<file path="src/rtl/ifetch_unit.sv">
// Instruction fetch stage: issues pc to instruction memory, tags each returning word with
// its address and queues {pc, inst} pairs toward decode. Redirects squash queued and in-flight fetches.
module ifetch_unit #(
    parameter int DEPTH = 2
) (
    input  logic        clk,
    input  logic        rst_n,
    input  logic [31:0] pc,
    input  logic        redirect,
    output logic        halt_pc,
    output logic        imem_req,
    output logic [31:0] imem_addr,
    input  logic        imem_gnt,
    input  logic        imem_rvalid,
    input  logic [31:0] imem_rdata,
    output logic        id_valid,
    input  logic        id_ready,
    output logic [31:0] id_inst,
    output logic [31:0] id_pc
);
    // state | meaning
    // IDLE  | no imem request outstanding
    // WAIT  | request outstanding, its response will be queued
    // DROP  | request outstanding, its response was squashed by a redirect
    typedef enum logic [1:0] {
        IDLE = 2'd0,
        WAIT = 2'd1,
        DROP = 2'd2
    } state_t;

    localparam int AW = $clog2(DEPTH);
    localparam int CW = $clog2(DEPTH + 1);
    localparam logic [CW:0] DEPTH_W = (CW + 1)'(DEPTH);

    state_t        state_q, state_d;
    logic [31:0]   req_pc_q, req_pc_d;
    logic [CW-1:0] count_q, count_d;
    logic [AW-1:0] wr_ptr_q, wr_ptr_d;
    logic [AW-1:0] rd_ptr_q, rd_ptr_d;
    logic [31:0]   q_pc   [DEPTH];
    logic [31:0]   q_inst [DEPTH];

    logic        grant;
    logic        push;
    logic        pop;
    logic [CW:0] fill;
    logic        room;

    // Room is judged without the pop so id_ready never reaches imem_req combinationally.
    assign fill      = {1'b0, count_q} + {{CW{1'b0}}, push};
    assign room      = fill < DEPTH_W;
    assign imem_req  = rst_n & ((state_q == IDLE) | imem_rvalid) & (redirect | room);
    assign imem_addr = pc;
    assign grant     = imem_req & imem_gnt;
    assign halt_pc   = ~grant;

    assign push     = imem_rvalid & (state_q == WAIT) & ~redirect;
    assign id_valid = (count_q != '0) & ~redirect;
    assign pop      = id_valid & id_ready;
    assign id_inst  = q_inst[rd_ptr_q];
    assign id_pc    = q_pc[rd_ptr_q];

    always_comb begin
        state_d = state_q;
        case (state_q)
            IDLE: begin
                if (grant) state_d = WAIT;
            end
            WAIT: begin
                if (imem_rvalid)   state_d = grant ? WAIT : IDLE;
                else if (redirect) state_d = DROP;
            end
            DROP: begin
                if (imem_rvalid) state_d = grant ? WAIT : IDLE;
            end
            default: state_d = IDLE;
        endcase
    end

    assign req_pc_d = grant ? pc : req_pc_q;

    always_comb begin
        count_d  = count_q;
        wr_ptr_d = wr_ptr_q;
        rd_ptr_d = rd_ptr_q;
        if (redirect) begin
            count_d  = '0;
            wr_ptr_d = '0;
            rd_ptr_d = '0;
        end else begin
            if (push) wr_ptr_d = wr_ptr_q + AW'(1);
            if (pop)  rd_ptr_d = rd_ptr_q + AW'(1);
            case ({push, pop})
                2'b10:   count_d = count_q + CW'(1);
                2'b01:   count_d = count_q - CW'(1);
                default: count_d = count_q;
            endcase
        end
    end

    always_ff @(posedge clk or negedge rst_n) begin
        if (!rst_n) begin
            state_q  <= IDLE;
            req_pc_q <= '0;
            count_q  <= '0;
            wr_ptr_q <= '0;
            rd_ptr_q <= '0;
        end else begin
            state_q  <= state_d;
            req_pc_q <= req_pc_d;
            count_q  <= count_d;
            wr_ptr_q <= wr_ptr_d;
            rd_ptr_q <= rd_ptr_d;
        end
    end

    // Queue storage carries no reset; entries are only visible once count covers them.
    always_ff @(posedge clk) begin
        if (push) begin
            q_pc[wr_ptr_q]   <= req_pc_q;
            q_inst[wr_ptr_q] <= imem_rdata;
        end
    end

endmodule

</file>
<file path="config.mk">
export PLATFORM = sky130hd
export DESIGN_NAME = ifetch_unit
export DESIGN_NICKNAME = d
export VERILOG_FILES = /design/src/rtl/ifetch_unit.sv
export SDC_FILE = /design/constraint.sdc
export NUM_CORES = 1
export LEC_CHECK = 0
export ABC_AREA = 1
export CORE_ASPECT_RATIO = 1.1
export CORE_MARGIN = 4
export CORE_UTILIZATION = 52
export CTS_CLUSTER_SIZE = 24
export DETAILED_ROUTE_END_ITERATION = 12
export GPL_TIMING_DRIVEN = 0
export HOLD_SLACK_MARGIN = 0.06
export MAX_ROUTING_LAYER = met4
export PLACE_DENSITY_LB_ADDON = 0.08
export RECOVER_POWER = 25
export SLEW_MARGIN = 20
export SYNTH_ARGS = -nofsm -noshare
export SYNTH_HDL_FRONTEND = slang
export SYNTH_SLANG_ARGS = --single-unit
</file>
<file path="constraint.sdc">
create_clock -name clk -period 15.1 [get_ports clk]
set_input_delay 1.51 -clock clk [delete_from_list [all_inputs] [get_ports clk]]
set_output_delay 1.51 -clock clk [all_outputs]
set_load 0.1 [all_outputs]
</file>
==> results of run 1 <==
-- kinds of logic after synthesis --
group                  Yosys count  synth area share [%]
AND/OR/NAND/NOR                131                  9.28
flip-flops                     166                  73.3
buffers and inverters           61                  5.68
multiplexers                    64                  11.0
AO/OA/AOI/OAI                    6                 0.670
-- per-layer routing --
| metal | part of all wire (%) | up-vias | wire length (um) | track usage [%] |
|---|---|---|---|---|
| met4 | 2.0 | 0 | 294 | 7.80 |
| met1 | 39 | 2022 | 5670 | 24.6 |
| met3 | 6.1 | 25 | 893 | 6.23 |
| met5 | 0 | - | 0 | - |
| met2 | 53 | 142 | 7750 | 36.9 |
| li1 | - | 1923 | - | - |
-- worst max path at each step --
stage,startpoint,slack [ps],cells after the start,to
finish,rst_n,9210,6,halt_pc
global route,rst_n,8910,6,halt_pc
CTS,imem_rvalid,9420,8,imem_req
detailed placement,imem_rvalid,9470,8,imem_req
global placement,imem_rvalid,5300,3,q_pc[1][18]
floorplan,imem_rvalid,8540,2,q_inst[1][0]
-- power groups by stage --
stage,logic [mW],registers [mW],clock network (mW)
global placement,0.518,0.569,0
CTS,0.530,0.563,0.438
global route,0.545,0.568,0.459
detailed placement,0.526,0.572,0
floorplan,0.401,0.566,0
finish,0.525,0.564,0.431
-- registers in the layout, indices dropped and copies added (netlist names) --
signal and count:
q_inst 64, q_pc 64, req_pc_q 32, count_q 2
state_q 2, rd_ptr_q 1, wr_ptr_q 1
-- layout by cell type (no fill, tap or decap), drive strengths merged --
| master | synthesis | final |
|---|---|---|
| a21oi | 1 | 1 |
| nand2 | 81 | 81 |
| clkdlybuf4s50 | 0 | 163 |
| clkinv | 0 | 2 |
| clkinvlp | 0 | 2 |
| edfxtp | 128 | 128 |
| dlygate4sd3 | 0 | 3 |
| clkbuf | 5 | 32 |
| dfrtp | 38 | 38 |
| buf | 47 | 56 |
| nand3 | 6 | 6 |
| nand4 | 34 | 34 |
| nor3 | 2 | 2 |
| mux2 | 64 | 64 |
| bufinv | 0 | 2 |
| inv | 9 | 10 |
| o21bai | 1 | 1 |
| nor2 | 8 | 8 |
| o21ai | 4 | 4 |
-- layout make-up --
| class | instances | area (um^2) |
|---|---|---|
| Inverter | 9 | 36.3 |
| Timing Repair Buffer | 177 | 1770 |
| Tap cell | 154 | 193 |
| Buffer | 52 | 338 |
| Sequential cell | 166 | 4790 |
| Clock inverter | 7 | 93.8 |
| Multi-Input combinational cell | 201 | 1380 |
| Fill cell | 830 | 3090 |
| Clock buffer | 25 | 497 |
==> metrics.cfg, run 1 <==
[outcome]
status=finished clean

[critical_path]
crit_fanout=23
rr_startpoint=state_q[1]
critPathTopFamily=buffers and inverters
path_class=in -> out
reg2reg_depth=7
cp-start-kind=primary input
timing.rr.end=q_pc[1][18]
crit_buf_inv=4
rrSetupSlack_ps=12840
cpPeakStageDelay_ps=990
worstPathCellList=clkbuf_1 > inv_1 > nor2_2 > nand3_2 > buf_4 > clkdlybuf4s50_1
critical_path_arrival_ps=4380
endpoint_kind=output pin
cpMaxStageDelayCell=clkdlybuf4s50_1
required_ps=13590

[pwr]
netSwitchingFraction_pct=37.8
irDropWorstVdd_mv=0.101
power_frac_seq_pct=37.1
pwr-share-comb_pct=34.5
p_total_mw=1.52
powerDensity_nw_per_um2=167
p_sw_uw=574
clock_power_share_pct=28.4
p_leak_nw=3.48
internal-power_uw=945

[run]
maxCapViolCount=0

[die]
io_pins=169
coreArea_um2=12200
die_y_um=126
start_util_pct=53.6
rows=42
die_area_um2=14400
die_x_um=115

[logic_synthesis]
synth_edf_count=128
synthFlopType=edfxtp_1
synth_area_leader_cell=edfxtp_1
ys_async_sr_fraction_pct=22.9
syn-num-nets=498
synth_warnings=0
syn_inst=428
ys_types=21
synth_most_common_cell=edfxtp_1
synth.ff_latch_count=166
ys_top_cells_by_count=128 x edfxtp_1, 81 x nand2_1, 64 x mux2_2
synth.top_cells.by_area=edfxtp_1 59%, dfrtp_1 15%, mux2_2 11%
avgSynthCellArea_um2=15.3
netlist_area_um2=6540
synth_top_area_share_pct=58.8
synth-seq-area-share_pct=73.3

[sta]
period_share_pct=39.0
tightest_slew_ps=1320
maxSlewViolCount=0
finalHoldViolCount=0
holdWs_ps=471
rsz0062_at_grt=no
fin_ws_ps=9210
finalCriticalPeriod_ps=5890
fin_tns_setup_ps=0
max_freq_mhz=170
fin_skew_ps=12.7
setup_violations=0
relSlewSlack_pct=11.9

[detailed_routing]
dr_total_vias=4112
first_iter_violations=194
firstDrtPassIters=4
ant_nets=0
drc=0
wl_per_cell_um=18.5
vias_per_cell=5.20
wl_mm=14.6

[placement]
place_hpwl_mm=10.1
post-place-ws_ps=9470
place_congestion=0.777
postPlaceCellArea_um2=8530
dp_cells=759
numPortBuffers=167

[layout]
antenna_cells=0
nets=694
stdcell_count=791
final_util_pct=74.6
syn_to_final_growth_pct=39.2
finish.instance_area_um2=9100
drive_above_1_share_pct=24.3

[clock_tree]
clkSlewWorstSetupHoldPaths_ps=60
cts_tree=done
cts_root_buf=clkbuf_16
clock_latency_ps=420
cts.sinks=166
cts-htree-levels=4
clk_path_buf_depth=2
ctsHoldBuffers=0
cts_buffers=17
post-cts-setup-buffers=0
cts_resized=0

[worst_hold_path]
hold_depth=0
timing.hold.worst.start=req_pc_q[23]
hp-class=reg -> reg
min_delay_worst_endpoint=q_pc[1][23]

[global_route]
grt_pass1_wl_mm=23.4
grtUsageTotal_pct=21.8
grt_pass1_vias=4627
grt-ovfl-total=0
antenna_found_initial=0
grt_max_degree=51

(Power assumes the default switching activity.)
==> run 2, diff against run 1 <==
--- a/config.mk
+++ b/config.mk
@@ -8,7 +8,7 @@
 export ABC_AREA = 1
 export CORE_ASPECT_RATIO = 1.1
 export CORE_MARGIN = 4
-export CORE_UTILIZATION = 52
+export CORE_UTILIZATION = 44
 export CTS_CLUSTER_SIZE = 24
 export DETAILED_ROUTE_END_ITERATION = 12
 export GPL_TIMING_DRIVEN = 0
==> constraint.sdc (replaced) <==
create_clock -name clk -period 5 [get_ports clk]
set_input_delay 0.5 -clock clk [delete_from_list [all_inputs] [get_ports clk]]
set_output_delay 0.5 -clock clk [all_outputs]
set_load 0.1 [all_outputs]
==> run 2 against run 1 <==
Compared with the run above: die area rose by 17%; sequential cell count did not move; routed wire length shrank 5.6%; critical path depth grew 2; clock power grew to 3.2 times the previous value; hold slack worse by 2.1 ps; global-route usage down 4.5 points; non-clock buffer count fell by 2; core utilization shrank 11 points; register-to-register slack got worse by 10000 ps; count of clock-buffer cells in the layout decreased by 4; sequential share of layout area decreased by 0.69 points; critical endpoint unchanged.
==> metrics.cfg, run 2 (synthesis results as in run 1) <==
[placement]
place_hpwl_mm=9.66  ; -3.9%
post-place-ws_ps=1410  ; -8060 ps
place_congestion=0.756  ; -2.7%
dp_cells=794  ; +4.6%
numPortBuffers=167  ; unchanged

[pwr]
powerDensity_nw_per_um2=506  ; +200%
p_total_mw=4.67  ; +210%
irDropWorstVdd_mv=0.316  ; +210%
p_leak_nw=3.52  ; +1.3%

[die]
coreArea_um2=14500  ; +19%
die_y_um=136  ; +8.2%
die_x_um=124  ; +8.1%
die_area_um2=16900  ; +17%
start_util_pct=45.1  ; -8.5 points
io_pins=169  ; unchanged
rows=46  ; +9.5%

[detailed_routing]
wl_per_cell_um=16.7  ; -9.6%
first_iter_violations=200  ; +3.1%
drc=0  ; unchanged
firstDrtPassIters=4  ; unchanged
vias_per_cell=4.83  ; -7.2%
wl_mm=13.8  ; -5.6%
dr_total_vias=3986  ; -3.1%
ant_nets=0  ; unchanged

[outcome]
status=finished clean

[clock_tree]
clk_path_buf_depth=2  ; unchanged
clock_latency_ps=410  ; about the same
cts.sinks=166  ; unchanged
cts_tree=done
clkSlewWorstSetupHoldPaths_ps=60  ; about the same
cts-htree-levels=4  ; unchanged
cts_buffers=17  ; unchanged
cts_root_buf=clkbuf_16

[sta]
tightest_slew_ps=1040  ; -281 ps
max_freq_mhz=255
rsz0062_at_grt=no
setup_violations=0  ; unchanged
finalCriticalPeriod_ps=3920
fin_ws_ps=1080  ; -8140 ps
fin_skew_ps=8.32  ; -4.35 ps
fin_tns_setup_ps=0  ; unchanged
period_share_pct=78.5
relSlewSlack_pct=30.4  ; +19 points
maxSlewViolCount=0  ; unchanged
finalHoldViolCount=0  ; unchanged

[critical_path]
cpPeakStageDelay_ps=980  ; about the same
critical_path_arrival_ps=3420  ; -960 ps
startpoint=rst_n
path_class=in -> out
reg2reg_depth=7  ; unchanged
crit_fanout=25  ; +8.7%
required_ps=4500  ; -9090 ps
cp-start-kind=primary input
timing.rr.end=q_inst[1][1]
rrSetupSlack_ps=2780  ; -10,060 ps
endpoint_kind=output pin
worstPathCellList=dlygate4sd3_1 > buf_2 > buf_12 > inv_1 > nor2_2 > nand3_2 > buf_4 > clkdlybuf4s50_1
cpMaxStageDelayCell=clkdlybuf4s50_1
crit_path_end=halt_pc
rr_startpoint=state_q[1]

[layout]
final_common_cell=clkdlybuf4s50_1
final_util_pct=63.6  ; -11 points
syn_to_final_growth_pct=41.1
nets=692  ; -0.29%
n_fill_cell=1130  ; +36%
stdcell_count=826  ; +4.4%
layout_common_cells=144 x clkdlybuf4s50_1, 128 x edfxtp_1, 81 x nand2_1
antenna_cells=0  ; unchanged
drive_above_1_share_pct=24.6  ; +0.27 points
reg.largest.list=q_inst: 64 flops, q_pc: 64 flops, req_pc_q: 32 flops

[global_route]
grt_max_degree=44  ; -14%
grt_pass1_vias=4235  ; -8.5%
grtUsageTotal_pct=17.4  ; -4.5 points
grt-ovfl-total=0  ; unchanged
grt_pass1_wl_mm=21.8  ; -6.7%
antenna_found_initial=0  ; unchanged

[run]
maxCapViolCount=0  ; unchanged

[worst_hold_path]
hp-class=reg -> reg
timing.hold.worst.start=req_pc_q[25]

-- run 2: changes by cell type in the layout (fill, tap and decap cells not counted), sizes merged --
cell,before,now
clkinv,2,4
clkinvlp,2,1
bufinv,2,5
clkbuf,32,26
buf,56,55
dlygate4sd3,3,23
clkdlybuf4s50,163,144
inv,10,9
-- run 2: power by group --
part           internal (mW)  switching (mW)  leakage [nW]
clock                  0.906           0.487         0.313
combinational          0.429            1.14          1.58
sequential              1.63          0.0689          1.64
-- run 2: metal layers --
layer	vias up	GRT usage, %	wire length, um
met5	-	-	0
met4	0	5.48	113
met3	9	5.82	713
met2	116	29.6	7260
met1	1945	19.5	5700
li1	1916	-	-
-- run 2: cell type report --
type	instances	area (um^2)	area share, %
flip-flops and latches	166	4790	52.0
repair buffers	175	1790	19.4
multi-input cells	201	1380	15.0
clock buffers	21	460	4.99
plain buffers	52	338	3.66
well taps	192	240	2.61
clock inverters	10	178	1.93
inverters	9	36.3	0.393
-- run 2: worst max-delay path, delay by kind of cell --
family	cells	cell delay [ps]
and+or+nand+nor	2	480
buffers and inverters	6	2400
-- run 2: worst min path at each step --
stage	to	slack (ps)	cells past startpoint
floorplan	count_q[0]	200	0
global placement	q_pc[1][14]	450	0
detailed placement	req_pc_q[12]	460	1
CTS	q_pc[0][17]	470	0
global route	q_pc[1][30]	480	0
finish	q_pc[1][25]	470	0
-- run 2: what timing repair did --
action                                 4_1_cts  5_1_grt
endpoints found under the hold margin       15        0
hold buffers                                 1        0
resized for setup                            0        0
buffers inserted                             0        0
-- run 2: through the flow --
stage	hold WS [ps]	cell area (um^2)
final	469	9220
after global routing	483	9220
after CTS	470	9220
after detailed placement	456	8570
after global placement	447	8450
after floorplan	204	6540
==> run 3, diff against run 2 <==
--- a/config.mk
+++ b/config.mk
@@ -8,7 +8,7 @@
 export ABC_AREA = 1
 export CORE_ASPECT_RATIO = 1.1
 export CORE_MARGIN = 4
-export CORE_UTILIZATION = 44
+export CORE_UTILIZATION = 49
 export CTS_CLUSTER_SIZE = 24
 export DETAILED_ROUTE_END_ITERATION = 12
 export GPL_TIMING_DRIVEN = 0
==> constraint.sdc (replaced) <==
create_clock -name clk -period 3.9 [get_ports clk]
set_input_delay 0.39 -clock clk [delete_from_list [all_inputs] [get_ports clk]]
set_output_delay 0.39 -clock clk [all_outputs]
set_load 0.1 [all_outputs]
==> run 3 against run 2 <==
Compared with the run above: final area decreased by 1.4%; sequential share of layout area rose by 0.74 points; critical endpoint is now imem_req; largest cell class unchanged; via count rose by 1.2%; total power increased by 23%; largest power group unchanged.
==> metrics.cfg, run 3 (synthesis results as in run 1) <==
[critical_path]
cp-start-kind=primary input
crit_fanout=10  ; -60%
endpoint_kind=output pin
critical_path_arrival_ps=3030  ; -390 ps
path_class=in -> out
rrSetupSlack_ps=1890  ; -890 ps
required_ps=3510  ; -990 ps

[pwr]
powerDensity_nw_per_um2=634  ; +25%
p_leak_nw=3.49  ; -0.98%
internal-power_mw=3.58  ; +21%
irDropWorstVdd_mv=0.358  ; +13%
power_frac_seq_pct=37.9  ; +1.4 points
p_sw_mw=2.18  ; +28%
clock_power_share_pct=27.2  ; -2.6 points
netSwitchingFraction_pct=37.8  ; +1.4 points
pwr-share-comb_pct=35.0  ; +1.3 points

[detailed_routing]
wl_met3_um=753  ; +5.6%
dr_total_vias=4032  ; +1.2%
wl_per_cell_um=16.9  ; +1.2%
vias_per_cell=5.07  ; +5.1%
met1_length_mm=5.34  ; -6.3%
met2_length_mm=7.02  ; -3.4%
top_layer_used=met4
first_iter_violations=219  ; +9.5%
firstDrtPassIters=6  ; +2
drc=0  ; unchanged
ant_nets=0  ; unchanged
wl_mm=13.4  ; -2.6%

[clock_tree]
cts-htree-levels=4  ; unchanged
clk_path_buf_depth=2  ; unchanged
cts_root_buf=clkbuf_16
cts.sinks=166  ; unchanged
clock_latency_ps=420  ; about the same
cts_tree=done
clkSlewWorstSetupHoldPaths_ps=60  ; about the same
cts_buffers=17  ; unchanged
post-cts-setup-buffers=0  ; unchanged

[die]
rows=44  ; -4.3%
die_x_um=118  ; -4.9%
coreArea_um2=13200  ; -9.3%
io_pins=169  ; unchanged
die_area_um2=15300  ; -9.6%
start_util_pct=49.7  ; +4.6 points
die_y_um=129  ; -4.9%

[sta]
setup_violations=0  ; unchanged
finalCriticalPeriod_ps=3420
period_share_pct=87.8
max_freq_mhz=292
holdWs_ps=381  ; -87.5 ps
maxSlewViolCount=0  ; unchanged
rsz0062_at_grt=no
relSlewSlack_pct=31.6  ; +1.2 points
tightest_slew_ps=1020  ; -17.3 ps
finalHoldViolCount=0  ; unchanged
fin_skew_ps=4.12  ; -4.20 ps

[global_route]
grtUsageTotal_pct=18.9  ; +1.5 points
antenna_found_initial=0  ; unchanged
grt_pass1_wl_mm=21.4  ; -2.1%
grt_pass1_vias=4346  ; +2.6%
grt-ovfl-total=0  ; unchanged
grt_max_degree=36  ; -18%

[run]
maxCapViolCount=0  ; unchanged

[layout]
multi_input_comb_area_um2=1380  ; unchanged
nets=691  ; -0.14%
reg.largest.list=q_inst: 64 flops, q_pc: 64 flops, req_pc_q: 32 flops
final_util_pct=69.1  ; +5.5 points
layout_common_cells=133 x clkdlybuf4s50_1, 128 x edfxtp_1, 81 x nand2_1
finish.instance_area_um2=9090  ; -1.4%
antenna_cells=0  ; unchanged
syn_to_final_growth_pct=39.1
final_common_cell=clkdlybuf4s50_1
n_fill_cell=977  ; -14%
ff_latch_area_um2=4790  ; unchanged
drive_above_1_share_pct=24.3  ; -0.32 points

[placement]
numPortBuffers=167  ; unchanged
postPlaceCellArea_um2=8520  ; -0.58%
place_congestion=0.768  ; +1.6%
place_hpwl_mm=9.39  ; -2.8%

[outcome]
status=finished clean

[worst_hold_path]
hp-class=in -> reg

-- run 3: worst paths after layout --
| kind | start | to | cells past startpoint |
|---|---|---|---|
| max | imem_rvalid | imem_req | 8 |
| min | imem_gnt | req_pc_q[1] | 3 |
| max reg2reg | state_q[1] | q_inst[1][1] | 5 |
| min reg2reg | req_pc_q[7] | q_pc[0][7] | 0 |
| max in group asynchronous | rst_n | wr_ptr_q | 3 |
| min in group asynchronous | rst_n | req_pc_q[8] | 2 |
-- run 3: metrics by stage --
stage               setup slack (ps)  std cells  setup TNS, ps  total power [mW]
floorplan                        365        428              0              3.74
global placement               -1680        756        -107930              4.21
detailed placement               496        762              0              4.25
CTS                             90.1        795              0              5.82
global route                     361        795              0              5.98
finish                           475        795              0              5.76
-- run 3: critical path: stages --
cell             delay (ps)
clkdlybuf4s50_1         490
nand3_2                 210
inv_2                    80
o21ai_4                 250
buf_2                   280
nand2_1                  70
nor2_1                   90
clkdlybuf4s50_1        1170
-- run 3: what timing repair did --
item / CTS / global route
hold buffers: 1 / 0
setup endpoints to repair: 0 / 1
gates resized for setup: 0 / 1
hold endpoints to repair: 18 / 0
-- run 3: power by group through the flow --
stage	sequential (mW)	clock [mW]	combinational, mW
final	2.18	1.57	2.01
after global placement	2.20	0	2.01
after floorplan	2.19	0	1.55
after CTS	2.18	1.60	2.04
after detailed placement	2.22	0	2.03
after global routing	2.20	1.68	2.10
-- run 3: per-layer routing --
metal | vias up | GRT usage, %
met5 | - | -
met4 | 0 | 8.83
met3 | 27 | 5.15
met2 | 143 | 32.0
met1 | 1944 | 21.1
li1 | 1918 | -
-- run 3: final cells by class --
type,instances,share of cell area (%)
plain buffers,52,3.72
inverters,9,0.399
well taps,161,2.22
clock buffers,19,4.87
multi-input cells,201,15.2
repair buffers,174,19.6
clock inverters,13,1.25
flip-flops and latches,166,52.7
